<file path="config.mk">
export PLATFORM = sky130hd
export DESIGN_NAME = alu_4
export DESIGN_NICKNAME = d
export VERILOG_FILES = /design/src/rtl/alu_4_pkg.sv /design/src/rtl/alu_4_arith.sv /design/src/rtl/alu_4.sv
export SDC_FILE = /design/constraint.sdc
export NUM_CORES = 1
export LEC_CHECK = 0
export BUFFER_PORTS_ARGS = -buffer_cell sky130_fd_sc_hd__buf_2
export CAP_MARGIN = 20
export CORE_MARGIN = 1.5
export CORE_UTILIZATION = 50
export DETAILED_ROUTE_END_ITERATION = 8
export PLACE_DENSITY = 0.78
export SLEW_MARGIN = 20
export SYNTH_ARGS = -nofsm -noshare
export SYNTH_HDL_FRONTEND = slang
export SYNTH_SLANG_ARGS = --single-unit
</file>
<file path="constraint.sdc">
create_clock -name i_clk -period 3.3 [get_ports i_clk]
set_input_delay 0.495 -clock i_clk [delete_from_list [all_inputs] [get_ports i_clk]]
set_output_delay 0.495 -clock i_clk [all_outputs]
set_load 0.005 [all_outputs]
</file>
<file path="src/rtl/alu_4_pkg.sv">
// alu_4_pkg: shared width and opcode constants for the 4-bit ALU
package alu_4_pkg;
    localparam int WIDTH = 4;
    localparam logic [2:0] OP_TRANSFER = 3'b000;
    localparam logic [2:0] OP_ADD      = 3'b001;
    localparam logic [2:0] OP_SUBB     = 3'b010;
    localparam logic [2:0] OP_DEC      = 3'b011;
    localparam logic [2:0] OP_AND      = 3'b100;
    localparam logic [2:0] OP_OR       = 3'b101;
    localparam logic [2:0] OP_XOR      = 3'b110;
    localparam logic [2:0] OP_NOT      = 3'b111;
endpackage

</file>
<file path="src/rtl/alu_4_arith.sv">
// alu_4_arith: B-operand mux feeding a ripple-carry adder with carry and overflow outputs
module alu_4_arith
    import alu_4_pkg::*;
(
    input  logic [WIDTH-1:0] i_a,
    input  logic [WIDTH-1:0] i_b,
    input  logic [1:0]       i_op,
    input  logic             i_cin,
    output logic [WIDTH-1:0] o_sum,
    output logic             o_cout,
    output logic             o_v
);
    logic [WIDTH-1:0] b_mux;
    logic [WIDTH:0]   c;
    // Second adder operand: 0000 / B / ~B / 1111 chosen by the low opcode bits
    always_comb b_mux = ({1'b0, i_op} == OP_TRANSFER) ? '0 :
                        ({1'b0, i_op} == OP_ADD)      ? i_b :
                        ({1'b0, i_op} == OP_SUBB)     ? ~i_b :
                        ({1'b0, i_op} == OP_DEC)      ? '1 : '0;
    assign c[0] = i_cin;
    for (genvar i = 0; i < WIDTH; i++) begin : g_fa
        assign o_sum[i] = i_a[i] ^ b_mux[i] ^ c[i];
        assign c[i+1]   = (i_a[i] & b_mux[i]) | (c[i] & (i_a[i] ^ b_mux[i]));
    end
    assign o_cout = c[WIDTH];
    assign o_v    = c[WIDTH] ^ c[WIDTH-1];
endmodule

</file>
<file path="src/rtl/alu_4.sv">
// alu_4: registered 4-bit ALU with arithmetic/logic ops, carry, zero and overflow flags
module alu_4
    import alu_4_pkg::*;
(
    input  logic             i_clk,
    input  logic             i_rst_n,
    input  logic             i_en,
    input  logic [WIDTH-1:0] i_a,
    input  logic [WIDTH-1:0] i_b,
    input  logic [2:0]       i_sel,
    input  logic             i_Cin,
    output logic [WIDTH-1:0] o_G,
    output logic             o_Cout,
    output logic             o_Z,
    output logic             o_V
);
    logic [WIDTH-1:0] sum, logic_res, g_d, g_q;
    logic             a_cout, a_v, cout_d, cout_q, z_d, z_q, v_d, v_q;

    alu_4_arith u_arith (
        .i_a    (i_a),
        .i_b    (i_b),
        .i_op   (i_sel[1:0]),
        .i_cin  (i_Cin),
        .o_sum  (sum),
        .o_cout (a_cout),
        .o_v    (a_v)
    );

    // Bitwise logic unit
    always_comb logic_res = (i_sel == OP_AND) ? i_a & i_b :
                            (i_sel == OP_OR)  ? i_a | i_b :
                            (i_sel == OP_XOR) ? i_a ^ i_b :
                            (i_sel == OP_NOT) ? ~i_a : '0;

    // Result mux and flags; logic ops force carry/overflow low, disabled cycles hold
    always_comb begin
        g_d    = g_q;
        cout_d = cout_q;
        v_d    = v_q;
        z_d    = z_q;
        if (i_en) begin
            g_d    = i_sel[2] ? logic_res : sum;
            cout_d = ~i_sel[2] & a_cout;
            v_d    = ~i_sel[2] & a_v;
            z_d    = (g_d == '0);
        end
    end

    // Output registers; reset wins over enable
    always_ff @(posedge i_clk) begin
        if (!i_rst_n) begin
            g_q    <= '0;
            cout_q <= 1'b0;
            z_q    <= 1'b0;
            v_q    <= 1'b0;
        end else begin
            g_q    <= g_d;
            cout_q <= cout_d;
            z_q    <= z_d;
            v_q    <= v_d;
        end
    end

    assign o_G    = g_q;
    assign o_Cout = cout_q;
    assign o_Z    = z_q;
    assign o_V    = v_q;
endmodule

</file>
==> key figures, run 1 <==
Logic synthesis
  • YS warnings: 0
  • Post-synth cell types: 31
  • Area leader, netlist: dfxtp_1
  • Syn nets: between 100 and 150
  • Syn Area/Cell: 9.04 um2
  • Seq cells post-synth: 7
  • Syn Inst Count: 81
  • Top cells by area, synth: dfxtp_1 (19%), ha_1 (14%), fa_1 (11%)
  • Mapped Area: ~730 um2
  • Post-synthesis sequential area ratio: 19.1%
  • Area share of the largest cell type after synthesis: 19.1%

Die
  • Die Ht: approximately 41 um
  • Row count: 13
  • Core area: ~1300 um2
  • Initial Util: a little over half
  • IO Count: 22
  • Die X: 41.3 um
  • Total Die Area: 1700 um2

Worst hold path
  • Worst Hold Class: reg -> reg

Routing
  • Initial DRT Pass Iterations: 4
  • Routed Antenna Nets: 0
  • DR DRC count: 0
  • Vias per inst: 5.17
  • Iter 0 DRT Violations: 3
  • Post-Route WL: 1.27 mm
  • Mean routed wirelength per cell: approximately 11 um
  • Vias: slightly above 600

STA
  • Unrepaired setup endpoints after global routing: false
  • Slew Limit Headroom: about four fifths
  • Setup Viol. Count Final: 0
  • Period utilization: approximately 83%
  • Max Freq: 364 MHz
  • Min cycle time layout: about 2.7 ns
  • Final Hold Fails: 0
  • Worst slew pin tran: 0.271 ns
  • Max-slew violations: 0
  • Clk_skew: 0 ns
  • TNS Setup: 0 ns

Layout
  • Area Overhead vs Synth: 17.8%
  • Seq. cell area: 140 um2
  • Final net count: about 130
  • Area of the multi-input gates: slightly above 500 um2
  • Layout cell share with drive strength beyond 1: around 29%
  • # fillers: around 130
  • N_diodes: 0

CTS
  • CTS tree: done
  • Num CTS Buffers: 3
  • Hold Buf Count CTS: 0
  • Worst-Skew Late Latency: 0.24 ns
  • H-tree depth: 1
  • Clk buf depth: 2
  • CTS Sinks: 7
  • CTS resizes: 0
  • Post-CTS setup buffers: 0
  • Reg clk slew, reported paths: approximately 0.050 ns
  • CTS Root Cell: clkbuf_4

Critical path
  • Crit Path Class: in -> reg
  • CP endpoint kind: flop
  • CP peak stage delay: ~0.42 ns
  • Worst path top cell family by delay: adder cells
  • Crit-path cells: buf_2, mux2_2, fa_1, fa_1, inv_1, fa_1, fa_1, a32oi_1, nand3_1, a21boi_0
  • Crit-path slowest cell: fa_1
  • Worst Setup Start Kind: primary input
  • Sum of buffers and inverters on the critical path: 2
  • Most Frequent Cell on Critical Path: fa_1
  • CP max FO: 14
  • CP arrival: approximately 2.9 ns
  • CP required: 3.47 ns

Pwr
  • Worst vdd ir: 0.258 mV
  • Switching power total: between 0.00007 and 0.00008 W
  • PwrDens: 296 nW/um2
  • Sw Ratio: just under 30%
  • Flop pwr share: a little under two fifths
  • Pint: about 0.00018 W
  • Part of the power in combinational logic: around 34%
  • Clock power share: 29.2%
  • P_leak: around 0.46 nW
  • Design Power: 0.000255 W

GRT
  • All-Layer GR Usage: 19.1%
  • Vias in the first global route: 541
  • Largest net degree at the start of global routing: 15
  • Initial antenna violation count: 0
  • Gr ovfl total: 0
  • First-pass GRT wire length: just over 2 mm

Placement
  • Port Buf Inserts: 21
  • Final weighted congestion in routability-driven placement: between 0.7 and 0.8
  • DP HPWL: roughly 1.1 mm

Outcome
  • Status: finished clean

Flow run
  • Max-cap violations: 0
power groups by stage:
stage	registers (W)	logic (W)	clock network, W
after global routing	0.0000946	0.000100	0.0000870
after global placement	0.0000953	0.0000860	0
after detailed placement	0.0000955	0.0000873	0
after floorplan	0.0000963	0.0000581	0
final	0.0000937	0.0000867	0.0000744
after CTS	0.0000938	0.0000877	0.0000784
kinds of logic after synthesis:
| family | after synthesis | share of synthesized area [%] |
|---|---|---|
| buffers and inverters | 17 | 9.91 |
| adders and majority gates | 12 | 24.6 |
| AOI/OAI and AO/OA | 14 | 14.4 |
| and+or+nand+nor | 23 | 16.9 |
| DFF | 7 | 19.1 |
| muxes | 7 | 13.8 |
| xor gates and xnor gates | 1 | 1.20 |
worst paths after layout:
kind,startpoint,to,depth (start not counted),slack [ns]
worst max register to register,o_V,o_V,3,2.57
worst max-delay path,i_sel[0],o_G[3],10,0.55
worst min-delay path,o_G[2],o_G[2],2,0.47
worst min register to register,o_G[2],o_G[2],2,0.47
state kept, by name, summed over array words and instances (netlist names):
register	cells
o_G	4
o_V	1
o_Z	1
o_Cout	1
stage by stage:
step | util (%) | instance area (um2) | std cells | setup WS, ns | hold WS (ns)
after floorplan | - | 732 | 81 | 0.448 | 0.465
after global placement | 62.7 | 836 | 114 | 0.357 | 0.461
after detailed placement | 62.7 | 836 | 114 | 0.305 | 0.466
after CTS | 64.6 | 862 | 118 | 0.568 | 0.476
after global routing | 64.6 | 862 | 118 | 0.429 | 0.502
final | 64.6 | 862 | 118 | 0.550 | 0.472
cells in the final DEF (no fill, tap or decap), types with 2 or more instances in the layout:
master,synthesis,final
nor2_1,5,5
fa_1,4,4
ha_1,8,8
mux2_2,2,2
a21boi_0,2,2
mux2i_1,3,3
and2_1,3,3
dfxtp_1,7,7
clkbuf_4,0,3
nand2b_1,4,4
buf_2,1,21
nand2_1,4,4
o21ai_0,4,4
nor2b_1,3,3
inv_1,14,14
final cells by class:
class                      count  share of cell area, %
timing repair buffer          21                   12.2
inverter                      14                   6.10
sequential                     7                   16.3
clock buffer                   4                   3.05
tap                           15                   2.18
multi-input combinational     57                   60.2
tightest hold or removal path: cells and delay by family, from the launching register on:
kind            cells  cell delay (ns)
flops               1             0.30
simple gates        1             0.06
compound gates      1             0.07
routing by layer:
metal / GRT usage (%) / vias up / routed length [um]
met5: 0 / - / 0
met4: 0 / 0 / 0
met3: 9.78 / 0 / 61
met2: 32.8 / 15 / 632
met1: 22.4 / 280 / 579
li1: - / 315 / -
cells in the mapped netlist (all sizes together):
| library cell | number |
|---|---|
| nand2 | 4 |
| inv | 14 |
| mux4 | 2 |
| nor2b | 3 |
| mux2 | 2 |
| o32ai | 1 |
| buf | 2 |
| dfxtp | 7 |
| clkbuf | 1 |
| and2 | 4 |
| fa | 4 |
| a32oi | 1 |
| a32o | 1 |
| o211a | 1 |
| o21ai | 4 |
| ha | 8 |
| nor2 | 5 |
| o211ai | 1 |
| mux2i | 3 |
| a21boi | 2 |
| o221a | 1 |
| a31oi | 1 |
| a21o | 1 |
| nand3 | 1 |
| nand2b | 4 |
| nand4 | 1 |
| xor2 | 1 |
| and2b | 1 |
(Power assumes the default switching activity.)
==> inputs of run 2 (changes only) <==
Settings changed: ABC_AREA set to 1.
Clock period 3.3 ns to 2.6 ns, I/O delays scaled along.
==> key figures, run 2 <==
Outcome
  • Status: finished clean (unchanged)

Placement
  • Final weighted congestion in routability-driven placement: 0.815 (was 0.765)
  • DP Cell Count: 140 (was 114)
  • DP HPWL: 1.28 mm (was 1.09 mm)
  • Port Buf Inserts: 21 (unchanged)

STA
  • Clk_skew: 0 ns (unchanged)
  • Period utilization: a little under 90%
  • Max-slew violations: 0 (unchanged)
  • Slew Limit Headroom: 81.9% (was 81.7%)
  • Setup Viol. Count Final: 0 (unchanged)
  • Unrepaired setup endpoints after global routing: false (unchanged)
  • Worst slew pin tran: 0.269 ns (was 0.271 ns)
  • Max Freq: around 440 MHz
  • Final Hold Fails: 0 (unchanged)
  • TNS Setup: 0 ns (unchanged)
  • Min cycle time layout: ~2.3 ns

Routing
  • DR DRC count: 0 (unchanged)
  • Initial DRT Pass Iterations: 4 (unchanged)
  • Vias: 721 (was 610)
  • Routed Antenna Nets: 0 (unchanged)
  • Mean routed wirelength per cell: 10.9 um (was 10.8 um)
  • Vias per inst: 5.01 (was 5.17)
  • Post-Route WL: 1.57 mm (was 1.27 mm)
  • Iter 0 DRT Violations: 16 (was 3)

Critical path
  • CP max FO: 4 (was 14)
  • CP endpoint kind: flop (unchanged)
  • Crit Path Class: in -> reg (unchanged)
  • CP arrival: 2.41 ns (was 2.92 ns)
  • Worst Setup Start Kind: primary input (unchanged)
  • CP required: 2.75 ns (was 3.47 ns)

Pwr
  • P_leak: 0.480 nW (was 0.455 nW)
  • Pint: 0.000221 W (was 0.000180 W)
  • Sw Ratio: 34.1% (was 29.4%)
  • Switching power total: 0.000114 W (was 0.0000750 W)
  • Design Power: 0.000335 W (was 0.000255 W)
  • Clock power share: 31.2% (was 29.2%)
  • PwrDens: 380 nW/um2 (was 296 nW/um2)
  • Part of the power in combinational logic: 33.3% (was 34.0%)
  • Worst vdd ir: 0.213 mV (was 0.258 mV)
  • Flop pwr share: 35.5% (was 36.8%)

CTS
  • CTS Root Cell: clkbuf_4 (unchanged)
  • Post-CTS setup buffers: 0 (unchanged)
  • Reg clk slew, reported paths: 0.06 ns (was 0.05 ns)
  • CTS tree: done (unchanged)
  • H-tree depth: 1 (unchanged)
  • Worst-Skew Late Latency: 0.26 ns (was 0.24 ns)
  • Num CTS Buffers: 3 (unchanged)
  • Clk buf depth: 2 (unchanged)
  • Hold Buf Count CTS: 0 (unchanged)
  • CTS resizes: 0 (unchanged)
  • CTS Sinks: 7 (unchanged)

Logic synthesis
  • Syn Area/Cell: 7.08 um2 (was 9.04 um2)
  • Asr flop ratio synth: 0% (unchanged)
  • Simple-gate area share of the yosys netlist: 29.0% (was 16.9%)
  • Post-synth cell types: 21 (was 31)
  • Top FF cell, synth: dfxtp_1 (unchanged)
  • Seq cells post-synth: 7 (unchanged)
  • YS warnings: 0 (unchanged)
  • Largest family of logic cells by synthesized area: simple AND/OR/NAND/NOR gates (was adder cells)
  • Post-Synth Adder-Cell Area: 24.0% (was 24.6%)
  • Top-count cell post-synth: nand2_1 (was inv_1)
  • Most frequent cells after synthesis: nand2_1 (24), inv_1 (21), nand4_1 (9) (was inv_1 (14), ha_1 (8), dfxtp_1 (7))
  • Top cells by area, synth: dfxtp_1 (19%), ha_1 (13%), nand2_1 (12%) (was dfxtp_1 (19%), ha_1 (14%), fa_1 (11%))
  • Syn Inst Count: 106 (was 81)
  • Area leader, netlist: dfxtp_1 (unchanged)
  • Post-synth EDFFs: 0 (unchanged)
  • Fraction of the mapped netlist area in compound gates: 12.5% (was 14.4%)
  • Post-Synth XOR/XNOR Area: 0% (was 1.20%)
  • Syn nets: 133 (was 108)
  • Area share of the largest cell type after synthesis: 18.7% (was 19.1%)
  • Post-synthesis sequential area ratio: 18.7% (was 19.1%)
  • Mux cell area share after synthesis: 0% (was 13.8%)
  • Mapped Area: 751 um2 (was 732 um2)

Layout
  • Seq. cell area: 140 um2 (unchanged)
  • Commonest non-fill, non-tap cell in the layout: nand2_1 (was buf_2)
  • Area Overhead vs Synth: 17.5% (was 17.8%)
  • Final net count: 157 (was 131)
  • Commonest cells after routing, fill and taps aside: nand2_1 (24), inv_1 (21), buf_2 (21) (was buf_2 (21), inv_1 (14), ha_1 (8))
  • Layout Utilization: 65.3% (was 64.6%)
  • Layout cell share with drive strength beyond 1: 24.8% (was 29.1%)
  • N_diodes: 0 (unchanged)
  • Fin cells: 144 (was 118)
  • Max reg flops: 4 (unchanged)
  • # fillers: 138 (was 127)
  • Area of the multi-input gates: 492 um2 (was 519 um2)

GRT
  • Gr ovfl total: 0 (unchanged)
  • Largest net degree at the start of global routing: 13 (was 15)
  • All-Layer GR Usage: 21.9% (was 19.1%)
  • First-pass GRT wire length: 2.99 mm (was 2.06 mm)
  • Vias in the first global route: 713 (was 541)
  • Initial antenna violation count: 0 (unchanged)

Worst hold path
  • Worst Hold Class: in -> reg (was reg -> reg)

Die
  • Initial Util: 55.6% (was 54.9%)
  • Core area: 1350 um2 (was 1330 um2)
  • Row count: 13 (unchanged)
  • IO Count: 22 (unchanged)
  • Total Die Area: 1740 um2 (was 1700 um2)
  • Die Ht: 41.8 um (was 41.3 um)
  • Die X: 41.8 um (was 41.3 um)

Flow run
  • Max-cap violations: 0 (unchanged)
[run 2: cell families (layout without fill, tap and decap cells)]
group,Yosys count,after routing
AND/OR/NAND/NOR,44,44
buffers and inverters,26,49
AO/OA/AOI/OAI,17,17
adder cells (fa/ha/maj),12,12
flip-flops,7,7
[run 2: final timing paths]
path	startpoint	to	slack (ns)	cells past startpoint
max	i_b[0]	o_V	0.34	10
min	i_rst_n	o_G[2]	0.41	3
max reg2reg	o_G[1]	o_G[1]	1.95	2
min reg2reg	o_Cout	o_Cout	0.47	2
[run 2: power groups by stage]
| stage | Clock, W | Sequential (W) | Combinational [W] |
|---|---|---|---|
| floorplan | 0 | 0.000122 | 0.0000739 |
| global placement | 0 | 0.000121 | 0.000108 |
| detailed placement | 0 | 0.000121 | 0.000112 |
| CTS | 0.000106 | 0.000119 | 0.000113 |
| global route | 0.000116 | 0.000120 | 0.000132 |
| finish | 0.000105 | 0.000119 | 0.000112 |
[run 2: critical path, cell delays in order]
cell     delay [ns]
buf_2          0.12
o21ai_0        0.21
fa_1           0.22
fa_1           0.16
inv_1          0.05
fa_1           0.41
fa_1           0.42
or2_2          0.29
nand4_1        0.07
a21oi_1        0.07
[run 2: metal layers]
| layer | vias to the layer above | part of all wire, % | GRT usage, % |
|---|---|---|---|
| met5 | - | 0 | 0 |
| met4 | 0 | 0 | 7.10 |
| met3 | 0 | 5.1 | 5.22 |
| met2 | 23 | 46 | 34.4 |
| met1 | 314 | 49 | 29.3 |
| li1 | 384 | - | - |
[run 2: final cells by class]
type	count	share of cell area (%)
Tap cell	15	2.13
Sequential cell	7	15.9
Inverter	22	9.65
Clock buffer	4	2.98
Multi-Input combinational cell	73	55.7
Timing Repair Buffer	23	13.6
[run 2: stage by stage]
stage                     setup slack [ns]  cell area [um2]  hold slack (ns)
final                                0.340              882            0.408
after global routing                 0.149              882            0.417
after CTS                            0.353              882            0.404
after detailed placement            0.0746              856            0.454
after global placement               0.115              856            0.455
after floorplan                      0.144              751            0.460
==> inputs of run 3 (changes only) <==
Settings changed: PLACE_DENSITY 0.78 to 0.86.
==> key figures, run 3 (synthesized netlist as in run 2, its figures left out) <==
CTS
  • CTS Sinks: 7 (unchanged)
  • Worst-Skew Late Latency: 0.25 ns (was 0.26 ns)
  • Hold Buf Count CTS: 0 (unchanged)
  • CTS Root Cell: clkbuf_4 (unchanged)
  • CTS tree: done (unchanged)
  • CTS resizes: 0 (unchanged)
  • H-tree depth: 1 (unchanged)
  • Clk buf depth: 2 (unchanged)
  • Reg clk slew, reported paths: 0.05 ns (was 0.06 ns)
  • Post-CTS setup buffers: 0 (unchanged)
  • Num CTS Buffers: 3 (unchanged)

Critical path
  • CP peak stage delay: 0.43 ns (was 0.42 ns)
  • CP required: 2.79 ns (was 2.75 ns)
  • Reg2Reg Launch Point: o_G[0] (was o_G[1])
  • Crit-path slowest cell: fa_1 (unchanged)
  • Worst R2R Path Depth: 2 (unchanged)
  • CP max FO: 4 (unchanged)
  • Crit Path Class: in -> reg (unchanged)
  • Worst r2r dst: o_G[0] (was o_G[1])
  • Crit-path cells: buf_2, nand2_1, o21ai_0, fa_1, fa_1, inv_1, fa_1, fa_1, nand2_1, nand2_1, nand2_1, o211ai_1, inv_1 (was buf_2, o21ai_0, fa_1, fa_1, inv_1, fa_1, fa_1, or2_2, nand4_1, a21oi_1)
  • CP arrival: 2.50 ns (was 2.41 ns)
  • Worst Setup Start Kind: primary input (unchanged)
  • CP endpoint kind: flop (unchanged)
  • Worst reg2reg setup slack: 1.97 ns (was 1.95 ns)

Die
  • Die Ht: 41.8 um (unchanged)
  • IO Count: 22 (unchanged)
  • Total Die Area: 1740 um2 (unchanged)
  • Initial Util: 55.6% (unchanged)
  • Die X: 41.8 um (unchanged)
  • Core area: 1350 um2 (unchanged)
  • Row count: 13 (unchanged)

Worst hold path
  • Hold EP: o_G[2] (unchanged)
  • Worst Hold Class: in -> reg (unchanged)
  • Hold path startpoint: i_rst_n (unchanged)
  • Hold path depth: 3 (unchanged)

GRT
  • Initial antenna violation count: 0 (unchanged)
  • All-Layer GR Usage: 18.9% (was 21.9%)
  • Largest net degree at the start of global routing: 13 (unchanged)
  • First-pass GRT wire length: 2.64 mm (was 2.99 mm)
  • Vias in the first global route: 701 (was 713)
  • Gr ovfl total: 0 (unchanged)

Routing
  • Vias per inst: 5.35 (was 5.01)
  • Routed Antenna Nets: 0 (unchanged)
  • Met3 WL post-DR: 89 um (was 80 um)
  • Iter 0 DRT Violations: 14 (was 16)
  • Post-Route WL: 1.46 mm (was 1.57 mm)
  • Mean routed wirelength per cell: 10.1 um (was 10.9 um)
  • DR top layer: met4 (was met3)
  • Initial DRT Pass Iterations: 4 (unchanged)
  • DR DRC count: 0 (unchanged)
  • M1 WL: 631 um (was 760 um)
  • Vias: 770 (was 721)
  • Detailed-routed wire length on met2: 714 um (was 725 um)

Layout
  • # fillers: 121 (was 138)
  • Layout cell share with drive strength beyond 1: 24.8% (unchanged)
  • Area Overhead vs Synth: 17.5% (unchanged)
  • Seq. cell area: 140 um2 (unchanged)
  • Area of the multi-input gates: 492 um2 (unchanged)
  • Max reg flops: 4 (unchanged)
  • Commonest non-fill, non-tap cell in the layout: nand2_1 (unchanged)
  • N_diodes: 0 (unchanged)
  • Final net count: 157 (unchanged)
  • Cell area after layout: 882 um2 (unchanged)
  • Commonest cells after routing, fill and taps aside: nand2_1 (24), inv_1 (21), buf_2 (21) (unchanged)

STA
  • Min cycle time layout: 2.31 ns (was 2.26 ns)
  • Slew Limit Headroom: 78.7% (was 81.9%)
  • Unrepaired setup endpoints after global routing: false (unchanged)
  • Final Hold Fails: 0 (unchanged)
  • Setup Viol. Count Final: 0 (unchanged)
  • Hold WS: 0.410 ns (was 0.408 ns)
  • TNS Setup: 0 ns (unchanged)
  • Max-slew violations: 0 (unchanged)
  • Fin worst setup slack: 0.291 ns (was 0.340 ns)
  • Worst slew pin tran: 0.317 ns (was 0.269 ns)
  • Max Freq: 433 MHz (was 443 MHz)
  • Clk_skew: 0 ns (unchanged)
  • Period utilization: 88.8% (was 86.9%)

Placement
  • Port Buf Inserts: 21 (unchanged)
  • DP Area: 856 um2 (unchanged)
  • Final weighted congestion in routability-driven placement: 0.916 (was 0.815)
  • DP HPWL: 1.29 mm (was 1.28 mm)
  • Place WS: 0.0323 ns (was 0.0746 ns)

Flow run
  • Max-cap violations: 0 (unchanged)

Pwr
  • PwrDens: 372 nW/um2 (was 380 nW/um2)
  • Worst vdd ir: 0.147 mV (was 0.213 mV)
  • P_leak: 0.480 nW (unchanged)

Outcome
  • Status: finished clean (unchanged)
[run 3: final cells by class]
type,instances,share of cell area [%]
Inverter,22,9.65
Clock buffer,4,2.98
Multi-Input combinational cell,73,55.7
Timing Repair Buffer,23,13.6
Sequential cell,7,15.9
Tap cell,15,2.13
[run 3: worst max-delay path, delay by kind of cell]
family / cells / cell delay (ns)
simple gates: 4 / 0.27
compound gates: 2 / 0.18
fa+ha+maj: 4 / 1.40
buf+inv: 3 / 0.26
[run 3: routing by layer]
metal  track usage, %  up-vias
li1                 -      385
met1             21.4      356
met2             32.8       24
met3             4.78        5
met4             8.39        0
met5                0        -
[run 3: worst max-delay path by stage]
stage                  end  startpoint  depth (start not counted)  slack (ns)
finish              o_G[3]      i_b[0]                         13        0.29
global route        o_G[3]      i_b[0]                         13        0.14
CTS                 o_G[3]      i_b[0]                         13        0.29
detailed placement     o_Z      i_b[0]                         12        0.03
global placement       o_Z      i_b[0]                         12        0.08
floorplan              o_Z    i_sel[0]                         12        0.14
[run 3: per-stage QoR]
step | utilization, % | cells | total power [W]
detailed placement | 63.4 | 140 | 0.000234
global route | 65.3 | 144 | 0.000356
floorplan | - | 106 | 0.000196
global placement | 63.4 | 140 | 0.000228
CTS | 65.3 | 144 | 0.000329
finish | 65.3 | 144 | 0.000328
[run 3: power breakdown]
group / total (W) / switching (W) / internal (W)
Clock: 0.0000971 / 0.0000386 / 0.0000585
Combinational: 0.000112 / 0.0000648 / 0.0000471
Sequential: 0.000119 / 0.00000356 / 0.000115
Total: 0.000328 / 0.000107 / 0.000221
